### src/rtl/alu_op_sequencer_if.sv
// rtl/alu_op_sequencer_if.sv - command and result channels of the ALU operation sequencer
interface alu_op_sequencer_if;
  // command channel (upstream -> sequencer)
  logic [31:0] i_ul_cmd_a;
  logic [31:0] i_ul_cmd_b;
  logic [2:0]  i_u3_cmd_sel;
  logic        i_bi_cmd_valid;
  logic        o_bi_cmd_ready;
  // result channel (sequencer -> downstream)
  logic [31:0] o_ul_res;
  logic        o_bi_res_zflag;
  logic [2:0]  o_u3_res_sel;
  logic        o_bi_res_illegal;
  logic        o_bi_res_valid;
  logic        i_bi_res_ready;

  // upstream producer of commands and downstream consumer of results
  modport master (
    output i_ul_cmd_a, i_ul_cmd_b, i_u3_cmd_sel, i_bi_cmd_valid, i_bi_res_ready,
    input  o_bi_cmd_ready, o_ul_res, o_bi_res_zflag, o_u3_res_sel, o_bi_res_illegal,
           o_bi_res_valid
  );

  // the sequencer itself
  modport slave (
    input  i_ul_cmd_a, i_ul_cmd_b, i_u3_cmd_sel, i_bi_cmd_valid, i_bi_res_ready,
    output o_bi_cmd_ready, o_ul_res, o_bi_res_zflag, o_u3_res_sel, o_bi_res_illegal,
           o_bi_res_valid
  );
endinterface

### src/rtl/alu_op_sequencer.sv
// rtl/alu_op_sequencer.sv - command FIFO feeding a registered ALU, one operation in flight
module alu_op_sequencer #(
  parameter int DEPTH   = 4,
  parameter int ALU_LAT = 1
) (
  input  logic                clk,
  input  logic                rst,
  alu_op_sequencer_if.slave   bus,
  output logic [31:0]         o_ul_a,
  output logic [31:0]         o_ul_b,
  output logic [2:0]          o_u3_sel,
  input  logic [31:0]         i_ul_r,
  input  logic                i_bi_zflag,
  output logic                o_bi_busy
);

  localparam int PTR_W = $clog2(DEPTH);
  localparam int CNT_W = PTR_W + 1;
  localparam int LAT_W = (ALU_LAT < 2) ? 1 : $clog2(ALU_LAT + 1);

  typedef enum logic [1:0] {
    S_IDLE,
    S_WAIT,
    S_DONE
  } state_t;

  typedef struct packed {
    logic [31:0] a;
    logic [31:0] b;
    logic [2:0]  sel;
  } cmd_t;

  // command FIFO
  cmd_t             mem_q [DEPTH];
  logic [PTR_W-1:0] wr_ptr_q, wr_ptr_d;
  logic [PTR_W-1:0] rd_ptr_q, rd_ptr_d;
  logic [CNT_W-1:0] cnt_q, cnt_d;
  logic             full;
  logic             empty;
  logic             push;
  logic             pop;
  cmd_t             head;

  // sequencer state and registered outputs
  state_t           state_q, state_d;
  logic [LAT_W-1:0] wcnt_q, wcnt_d;
  logic [31:0]      a_q, a_d;
  logic [31:0]      b_q, b_d;
  logic [2:0]       sel_q, sel_d;
  logic [31:0]      res_q, res_d;
  logic             zflag_q, zflag_d;
  logic [2:0]       res_sel_q, res_sel_d;
  logic             illegal_q, illegal_d;
  logic             valid_q, valid_d;

  // full comes from the registered count only, so a pop never opens room in the same cycle
  assign full               = (cnt_q == CNT_W'(DEPTH));
  assign empty              = (cnt_q == '0);
  assign push               = bus.i_bi_cmd_valid && !full;
  assign head               = mem_q[rd_ptr_q];
  assign bus.o_bi_cmd_ready = !full;

  assign o_ul_a                = a_q;
  assign o_ul_b                = b_q;
  assign o_u3_sel              = sel_q;
  assign bus.o_ul_res          = res_q;
  assign bus.o_bi_res_zflag    = zflag_q;
  assign bus.o_u3_res_sel      = res_sel_q;
  assign bus.o_bi_res_illegal  = illegal_q;
  assign bus.o_bi_res_valid    = valid_q;
  assign o_bi_busy             = (state_q != S_IDLE) || !empty;

  // storage is never read before being written, so it needs no reset
  always_ff @(posedge clk) begin
    if (push) begin
      mem_q[wr_ptr_q] <= '{a: bus.i_ul_cmd_a, b: bus.i_ul_cmd_b, sel: bus.i_u3_cmd_sel};
    end
  end

  // FIFO pointer and occupancy next-state; pointers wrap naturally at DEPTH
  always_comb begin
    wr_ptr_d = wr_ptr_q;
    rd_ptr_d = rd_ptr_q;
    cnt_d    = cnt_q;
    if (push) begin
      wr_ptr_d = wr_ptr_q + 1'b1;
    end
    if (pop) begin
      rd_ptr_d = rd_ptr_q + 1'b1;
    end
    case ({push, pop})
      2'b10:   cnt_d = cnt_q + 1'b1;
      2'b01:   cnt_d = cnt_q - 1'b1;
      default: cnt_d = cnt_q;
    endcase
  end

  // issue / wait / present sequencing; every output holds unless explicitly updated
  always_comb begin
    state_d   = state_q;
    wcnt_d    = wcnt_q;
    a_d       = a_q;
    b_d       = b_q;
    sel_d     = sel_q;
    res_d     = res_q;
    zflag_d   = zflag_q;
    res_sel_d = res_sel_q;
    illegal_d = illegal_q;
    valid_d   = valid_q;
    pop       = 1'b0;

    case (state_q)
      S_IDLE: begin
        if (!empty) begin
          pop     = 1'b1;
          a_d     = head.a;
          b_d     = head.b;
          sel_d   = head.sel;
          wcnt_d  = LAT_W'(ALU_LAT);
          state_d = S_WAIT;
        end
      end
      S_WAIT: begin
        // counter hits zero one edge before capture; the extra edge is the ALU sampling its inputs
        if (wcnt_q == '0) begin
          res_d     = i_ul_r;
          zflag_d   = i_bi_zflag;
          res_sel_d = sel_q;
          illegal_d = (sel_q > 3'd5);
          valid_d   = 1'b1;
          state_d   = S_DONE;
        end else begin
          wcnt_d = wcnt_q - 1'b1;
        end
      end
      S_DONE: begin
        if (bus.i_bi_res_ready) begin
          valid_d = 1'b0;
          if (!empty) begin
            pop     = 1'b1;
            a_d     = head.a;
            b_d     = head.b;
            sel_d   = head.sel;
            wcnt_d  = LAT_W'(ALU_LAT);
            state_d = S_WAIT;
          end else begin
            state_d = S_IDLE;
          end
        end
      end
      default: begin
        state_d = S_IDLE;
      end
    endcase
  end

  // state, FIFO control and output registers; reset discards anything in flight
  always_ff @(posedge clk or posedge rst) begin
    if (rst) begin
      state_q   <= S_IDLE;
      wcnt_q    <= '0;
      wr_ptr_q  <= '0;
      rd_ptr_q  <= '0;
      cnt_q     <= '0;
      a_q       <= '0;
      b_q       <= '0;
      sel_q     <= '0;
      res_q     <= '0;
      zflag_q   <= 1'b0;
      res_sel_q <= '0;
      illegal_q <= 1'b0;
      valid_q   <= 1'b0;
    end else begin
      state_q   <= state_d;
      wcnt_q    <= wcnt_d;
      wr_ptr_q  <= wr_ptr_d;
      rd_ptr_q  <= rd_ptr_d;
      cnt_q     <= cnt_d;
      a_q       <= a_d;
      b_q       <= b_d;
      sel_q     <= sel_d;
      res_q     <= res_d;
      zflag_q   <= zflag_d;
      res_sel_q <= res_sel_d;
      illegal_q <= illegal_d;
      valid_q   <= valid_d;
    end
  end

endmodule

### src/flat_wrapper.sv
// flat-port wrapper written by rule: the top's interface ports become plain ports
module alu_op_sequencer_flat 
#(
  parameter int DEPTH   = 4,
  parameter int ALU_LAT = 1
)
  (clk, rst, o_ul_a, o_ul_b, o_u3_sel, i_ul_r, i_bi_zflag, o_bi_busy, bus_i_ul_cmd_a, bus_i_ul_cmd_b, bus_i_u3_cmd_sel, bus_i_bi_cmd_valid, bus_i_bi_res_ready, bus_o_bi_cmd_ready, bus_o_ul_res, bus_o_bi_res_zflag, bus_o_u3_res_sel, bus_o_bi_res_illegal, bus_o_bi_res_valid);
  alu_op_sequencer_if bus_i ();
  input  logic clk;
  input  logic rst;
  output logic [31:0] o_ul_a;
  output logic [31:0] o_ul_b;
  output logic [2:0] o_u3_sel;
  input  logic [31:0] i_ul_r;
  input  logic i_bi_zflag;
  output logic o_bi_busy;
  input wire logic [$bits(bus_i.i_ul_cmd_a)-1:0] bus_i_ul_cmd_a;
  input wire logic [$bits(bus_i.i_ul_cmd_b)-1:0] bus_i_ul_cmd_b;
  input wire logic [$bits(bus_i.i_u3_cmd_sel)-1:0] bus_i_u3_cmd_sel;
  input wire logic [$bits(bus_i.i_bi_cmd_valid)-1:0] bus_i_bi_cmd_valid;
  input wire logic [$bits(bus_i.i_bi_res_ready)-1:0] bus_i_bi_res_ready;
  output wire logic [$bits(bus_i.o_bi_cmd_ready)-1:0] bus_o_bi_cmd_ready;
  output wire logic [$bits(bus_i.o_ul_res)-1:0] bus_o_ul_res;
  output wire logic [$bits(bus_i.o_bi_res_zflag)-1:0] bus_o_bi_res_zflag;
  output wire logic [$bits(bus_i.o_u3_res_sel)-1:0] bus_o_u3_res_sel;
  output wire logic [$bits(bus_i.o_bi_res_illegal)-1:0] bus_o_bi_res_illegal;
  output wire logic [$bits(bus_i.o_bi_res_valid)-1:0] bus_o_bi_res_valid;
  assign bus_i.i_ul_cmd_a = bus_i_ul_cmd_a;
  assign bus_i.i_ul_cmd_b = bus_i_ul_cmd_b;
  assign bus_i.i_u3_cmd_sel = bus_i_u3_cmd_sel;
  assign bus_i.i_bi_cmd_valid = bus_i_bi_cmd_valid;
  assign bus_i.i_bi_res_ready = bus_i_bi_res_ready;
  assign bus_o_bi_cmd_ready = bus_i.o_bi_cmd_ready;
  assign bus_o_ul_res = bus_i.o_ul_res;
  assign bus_o_bi_res_zflag = bus_i.o_bi_res_zflag;
  assign bus_o_u3_res_sel = bus_i.o_u3_res_sel;
  assign bus_o_bi_res_illegal = bus_i.o_bi_res_illegal;
  assign bus_o_bi_res_valid = bus_i.o_bi_res_valid;
  alu_op_sequencer #(.DEPTH(DEPTH), .ALU_LAT(ALU_LAT)) u_core (.clk(clk), .rst(rst), .bus(bus_i), .o_ul_a(o_ul_a), .o_ul_b(o_ul_b), .o_u3_sel(o_u3_sel), .i_ul_r(i_ul_r), .i_bi_zflag(i_bi_zflag), .o_bi_busy(o_bi_busy));
endmodule
### config.mk
export PLATFORM = sky130hd
export DESIGN_NAME = alu_op_sequencer_flat
export DESIGN_NICKNAME = d
export VERILOG_FILES = /design/src/rtl/alu_op_sequencer_if.sv /design/src/rtl/alu_op_sequencer.sv /design/src/flat_wrapper.sv
export SDC_FILE = /design/constraint.sdc
export NUM_CORES = 1
export LEC_CHECK = 0
export ABC_AREA = 0
export BUFFER_PORTS_ARGS = -buffer_cell sky130_fd_sc_hd__clkbuf_2
export CAP_MARGIN = 20
export CORE_MARGIN = 10
export CORE_UTILIZATION = 35
export CTS_CLUSTER_SIZE = 30
export DETAILED_ROUTE_END_ITERATION = 8
export PLACE_DENSITY = 0.54
export RECOVER_POWER = 100
export SYNTH_ARGS = -nofsm -noshare
export SYNTH_HDL_FRONTEND = slang
export SYNTH_SLANG_ARGS = --single-unit
### constraint.sdc
create_clock -name clk -period 8.4 [get_ports clk]
set_clock_uncertainty 0.15 [all_clocks]
set_input_delay 0.84 -clock clk [delete_from_list [all_inputs] [get_ports clk]]
set_output_delay 0.84 -clock clk [all_outputs]
set_load 0.05 [all_outputs]
Word-level counts from Yosys, hierarchy flattened

Memories as Yosys holds them, arrays and structs flattened.
Index checks and enable logic that the tools add are counted.

Register bits after elaboration: 115
Memory bits (writable): 268
Input bits: 104
Output and inout port bits: 107
Memories: 1

Add/subtract/negate cells: 5
Order comparisons: 1
Eq/ne operators: 8
Mux-type cells: 27
Bitwise operators: 1
Reductions and logical operators: 16

Memory list:

| name         | depth | width | read ports | clocked after Yosys merged registers in | wr ports | RTL line               | text |
|---|---|---|---|---|---|---|---|
| u_core.mem_q | 4     | 67    | 1          | 0                                       | 1        | alu_op_sequencer.sv:34 | `cmd_t mem_q [DEPTH];` |

Operator list:

| operator                                              | number |
|---|---|
| two-way mux 32 bit                                    | 4 |
| case mux 32 bit (2 select lines)                      | 2 |
| case mux 3 bit (2 select lines)                       | 2 |
| two-way mux 1 bit                                     | 10 |
| nonzero test 2 bit                                    | 4 |
| two-way mux 2 bit                                     | 3 |
| two-way mux 3 bit                                     | 2 |
| != test 2 bit (second input constant)                 | 3 |
| case mux 2 bit (3 select lines)                       | 1 |
| AND reduction 2 bit                                   | 3 |
| AND reduction 3 bit                                   | 2 |
| adder 2 x 1 -> 2 bit (second input constant)          | 2 |
| == test 2 x 1 -> 1 bit (second input constant)        | 2 |
| == test 2 bit (second input constant)                 | 2 |
| case mux 1 bit (2 select lines)                       | 2 |
| adder 3 x 1 -> 3 bit (second input constant)          | 1 |
| == test 3 bit (second input constant)                 | 1 |
| greater-than comparator 3 bit (second input constant) | 1 |
| logical NOT 3 bit                                     | 1 |
| case mux 1 bit (3 select lines)                       | 1 |
| nonzero test 3 bit                                    | 1 |
| subtractor 3 x 1 -> 3 bit (second input constant)     | 1 |
| logical NOT 1 bit                                     | 2 |
| logical NOT 2 bit                                     | 1 |
| 4 further kinds                                       | 4 |

Logic depth before layout (Yosys ltp)

Word-level depth: 6
Mapped depth: 9
Depth with buffers taken out: 9

Least setup slack after synthesis

OpenSTA, ideal clock, no wires.

Path type: reg-to-reg
Start: register u_core.cnt_q[2]
End: memory u_core.mem_q[0][0] in the netlist's numbering, enable pin
Library setup time: 0.433 ns
Data arrival time: 2.602 ns
Data required time: 7.817 ns
Setup slack: 5.215 ns
Stages on the path, launching flop included: 3
Cells stage by stage: dfrtp_1 > or3b_1 > and3_1

Word-level cells in the longest chain between the ends: 5

RTL lines:

| item                                    | RTL line                | text |
|---|---|---|
| start: declaration                      | alu_op_sequencer.sv:37  | `logic [CNT_W-1:0] cnt_q, cnt_d;` |
| start signal: assignment                | alu_op_sequencer.sv:178 | `cnt_q <= cnt_d;` |
| == test 3 bit                           | alu_op_sequencer.sv:57  | `assign full = (cnt_q == CNT_W'(DEPTH));` |
| logical NOT 1 bit                       | --                      |  |
| via bus_o_bi_cmd_ready                  | flat_wrapper.sv:22      | `output wire logic [$bits(bus_i.o_bi_cmd_ready)-1:0] bus_o_bi_cmd_ready;` |
| logical AND 1 bit                       | alu_op_sequencer.sv:59  | `assign push = bus.i_bi_cmd_valid && !full;` |
| two-way mux 1 bit                       | alu_op_sequencer.sv:75  | `if (push) begin` |
| two-way mux 1 bit (not written as such) | alu_op_sequencer.sv:76  | `mem_q[wr_ptr_q] <= '{a: bus.i_ul_cmd_a, b: bus.i_ul_cmd_b, sel: bus.i_u3_cmd_sel};` |
| end: declaration                        | alu_op_sequencer.sv:34  |  |

The timed path passes the listed nets, and every way through them passes these cells.

Worst setup path in the final report

Start: register u_core.state_q[1]
End: register u_core.sel_q[0] (netlist: u_core.o_u3_sel[0])

Word-level cells in the longest chain between the ends: 3
Elaborated cells between the ends (all ways): 6
Those cells by class: eq/ne (2); mux (1); reduce/logical (3)

RTL lines:

| item                                                                 | RTL line                | text |
|---|---|---|
| start: declaration                                                   | alu_op_sequencer.sv:45  | `state_t state_q, state_d;` |
| start signal: assignment                                             | alu_op_sequencer.sv:174 | `state_q <= state_d;` |
| == test 2 bit or logical NOT 2 bit (tied branches)                   | alu_op_sequencer.sv:112 | `case (state_q)` |
| != test 2 bit (no source line) or nonzero test 2 bit (tied branches) | --                      |  |
| AND reduction 2 bit (no source line)                                 | --                      |  |
| end signal: assignment                                               | alu_op_sequencer.sv:181 | `sel_q <= sel_d;` |
| end: declaration                                                     | alu_op_sequencer.sv:49  | `logic [2:0] sel_q, sel_d;` |

Several ways; a longest one is shown, not always the timed one.
A chain may end at the register's enable or synchronous reset.

==> flow_metrics.py <==
metrics = {
    "logic_synthesis": {
        "yosys_register_bits": 383,
        "muxShareOfSynthArea_pct": 19.13,
        "ys_seq_area_share_pct": 77.10,
        "synth.avg_cell_area_um2": 22.57,
        "postSynth.asyncResetShare_pct": 30.03,
        "synth_ff_type": "edfxtp_1",
        "synth_area_mm2": 0.01417,
        "syn_nets": 738,
        "synth_top_family_by_area": "multiplexers",
        "synthAdderAreaFrac_pct": 0.5827,
        "synth_cell_type_count": 32,
        "synth-compound-area-share_pct": 0.1854,
        "synthesis.instances": 628,
        "yosys_warnings": 0,
        "synth-edff-count": 268,
        "yosys.area_share.simple_pct": 0.8741,
        "synth_xor_area_share_pct": 0.3708,
    },
    "power": {
        "p_total_mw": 7.461,
        "powerDensity_mw_per_mm2": 441.2,
        "p_leak_nw": 5.889,
        "peakVddDrop_mv": 0.2113,
    },
    "sta": {
        "fin_ws_ns": 3.255,
        "setup_viol_count_final": 0,
        "tns_ns": 0,
        "max_slew.worst_pin.slew_ns": 2.984,
        "slew_headroom_pct": -98.94,
        "finalCriticalPeriod_ns": 5.145,
        "fin_crit_sh_pct": 61.25,
        "final-hold-violation-count": 0,
        "max_freq_ghz": 0.1944,
        "rsz0062_at_grt": "false",
        "slew_viol_final": 487,
    },
    "clock_tree": {
        "clk_pin_slew_ns": 0.06,
        "ctsResizeCount": 0,
        "cts_buffer_depth": 3,
        "clockRootBuffer": "clkbuf_16",
        "clkLatencyLatePin_ns": 0.56,
        "cts.htree.levels": 2,
        "cts_post_setup_buffers_inserted": 0,
        "postCtsHoldBufs": 0,
        "cts.sinks": 383,
        "cts_made_buffers": 43,
        "cts_tree": "done",
    },
    "global_route": {
        "grtUsageTotal_pct": 12.51,
        "grt_pass1_wl_um": 47560,
        "antenna_found_initial": 2,
        "grt_max_degree": 68,
        "grt.overflow.total": 0,
        "grt_pass1_vias": 7541,
    },
    "final_layout": {
        "area_delta_synth_final_pct": 19.34,
        "drive_gt1_share_pct": 30.41,
        "layout_common_cells": "edfxtp_1 (268), clkbuf_1 (190), dfrtp_1 (114), mux2_2 (98), mux4_2 (67)",
        "nNetsFinal": 976,
        "multi_input_area_mm2": 0.002978,
        "diodes": 0,
        "fill_cells": 3588,
        "register_area_mm2": 0.01093,
        "final_common_cell": "edfxtp_1",
        "fin_cells": 1426,
    },
    "worst_setup_path": {
        "cp_max_fo": 39,
        "worstPathArrival_ns": 5.42,
        "endpoint_kind": "register",
        "crit_path_frequent_cell": "clkbuf_1",
        "criticalPathCategory": "reg2reg",
        "start_kind": "register",
        "critPathMaxStageDelay_ns": 2.08,
        "cp.required_ns": 8.68,
        "crit_chain": "nor2b_1 -> nor3_4 -> clkbuf_1 -> clkbuf_1 -> mux2_2",
        "slowest_stage": "clkbuf_1",
    },
    "detailed_routing": {
        "drt-initial-drc-count": 352,
        "wl_per_cell_um": 21.38,
        "vias": 6783,
        "drc_errors": 0,
        "via_per_inst": 4.757,
        "antenna_left": 0,
        "drt-pass1-iter-count": 4,
        "wl_um": 30490,
    },
    "flow_run": {
        "cap_violations": 13,
    },
    "floorplanning": {
        "fp.dieH_um": 221.2,
        "fp.dieW_um": 221.2,
        "die-area_mm2": 0.04894,
        "core_region_area_mm2": 0.03991,
        "placementRows": 73,
        "initial_core_util_pct": 35.50,
        "ios": 211,
    },
    "placed_design": {
        "gp_congestion": 0.6874,
        "placed_cells": 1346,
        "dp_hpwl_um": 18510,
        "pre_cts_ws_ns": 5.336,
        "io_buffers": 210,
    },
    "outcome": {
        "violations": "max-capacitance violations, max-slew violations",
        "status": "finished, violations left",
    },
    "min_path": {
        "min_path_type": "reg2reg",
    },
}
[metal layers]
layer / vias up / share of wire [%] / global-route usage, %
met5: - / 0.089 / 0
met4: 4 / 2.3 / 4.491
met3: 55 / 6.6 / 3.783
met2: 211 / 47 / 19.63
met1: 3522 / 44 / 16.14
li1: 2991 / - / -
[cells in the mapped netlist (all sizes together), types with 2 or more instances]
cell | n | area share (%)
nand2 | 3 | 0.079
nor2 | 6 | 0.21
buf | 21 | 1.4
and3 | 4 | 0.18
nor3 | 2 | 0.15
xnor2 | 2 | 0.12
mux2 | 104 | 8.3
mux2i | 2 | 0.14
dfrtp | 115 | 20
edfxtp | 268 | 57
xor2 | 4 | 0.25
mux4 | 67 | 11
inv | 10 | 0.26
clkbuf | 5 | 0.13
ha | 5 | 0.44
[sequential cells by signal (all words and copies together) (netlist names), 3 cells and up]
name and cells:
u_core.mem_q 268, u_core.bus.o_ul_res 32, u_core.o_ul_a 32, u_core.o_ul_b 32
u_core.bus.o_u3_res_sel 3, u_core.cnt_q 3, u_core.o_u3_sel 3
[worst paths after layout]
path	start	end	cells past startpoint	slack, ns
worst min register to register	u_core.bus.o_ul_res[9]	u_core.bus.o_ul_res[9]	1	0.33
worst max-delay path	u_core.state_q[1]	u_core.o_u3_sel[0]	5	3.26
worst min-delay path	u_core.bus.o_ul_res[9]	u_core.bus.o_ul_res[9]	1	0.33
min in group asynchronous	rst	u_core.bus.o_ul_res[7]	2	0.85
max in group asynchronous	rst	u_core.rd_ptr_q[1]	3	5.27
worst max register to register	u_core.state_q[1]	u_core.o_u3_sel[0]	5	3.26
[critical path, delay by kind of cell (launching register included)]
kind	cells	cell delay [ns]
flops	1	0.41
mux	1	0.47
buf+inv	2	3.67
simple gates	2	0.30
[per-stage QoR]
stage	util (%)	hold slack (ns)	cell area [um2]
final	42.37	0.3317	16910
after global placement	39.50	0.3187	15770
after global routing	42.37	0.3490	16910
after floorplan	-	0.3049	14170
after detailed placement	39.50	0.3255	15770
after CTS	43.09	0.1872	17200
[where the power goes]
part	total [mW]	leakage [nW]	internal (mW)	switching [mW]
sequential	2.96	3.80	2.64	0.325
clock	1.87	0.701	1.13	0.744
combinational	2.63	1.38	0.919	1.71
total	7.46	5.89	4.68	2.78
[kinds of logic after synthesis]
logic type | after synthesis
fa+ha+maj | 6
buf+inv | 36
mux | 173
flops | 383
simple gates | 20
xor+xnor | 6
compound gates | 4
[area by class of cell]
type	count	area share (%)
clock inverters	22	1.398
clock buffers	58	7.058
inverters	10	0.2294
well taps	525	3.884
multi-input cells	209	17.61
flip-flops and latches	383	64.63
repair buffers	219	5.194
Power figures use the tool's default switching activity.
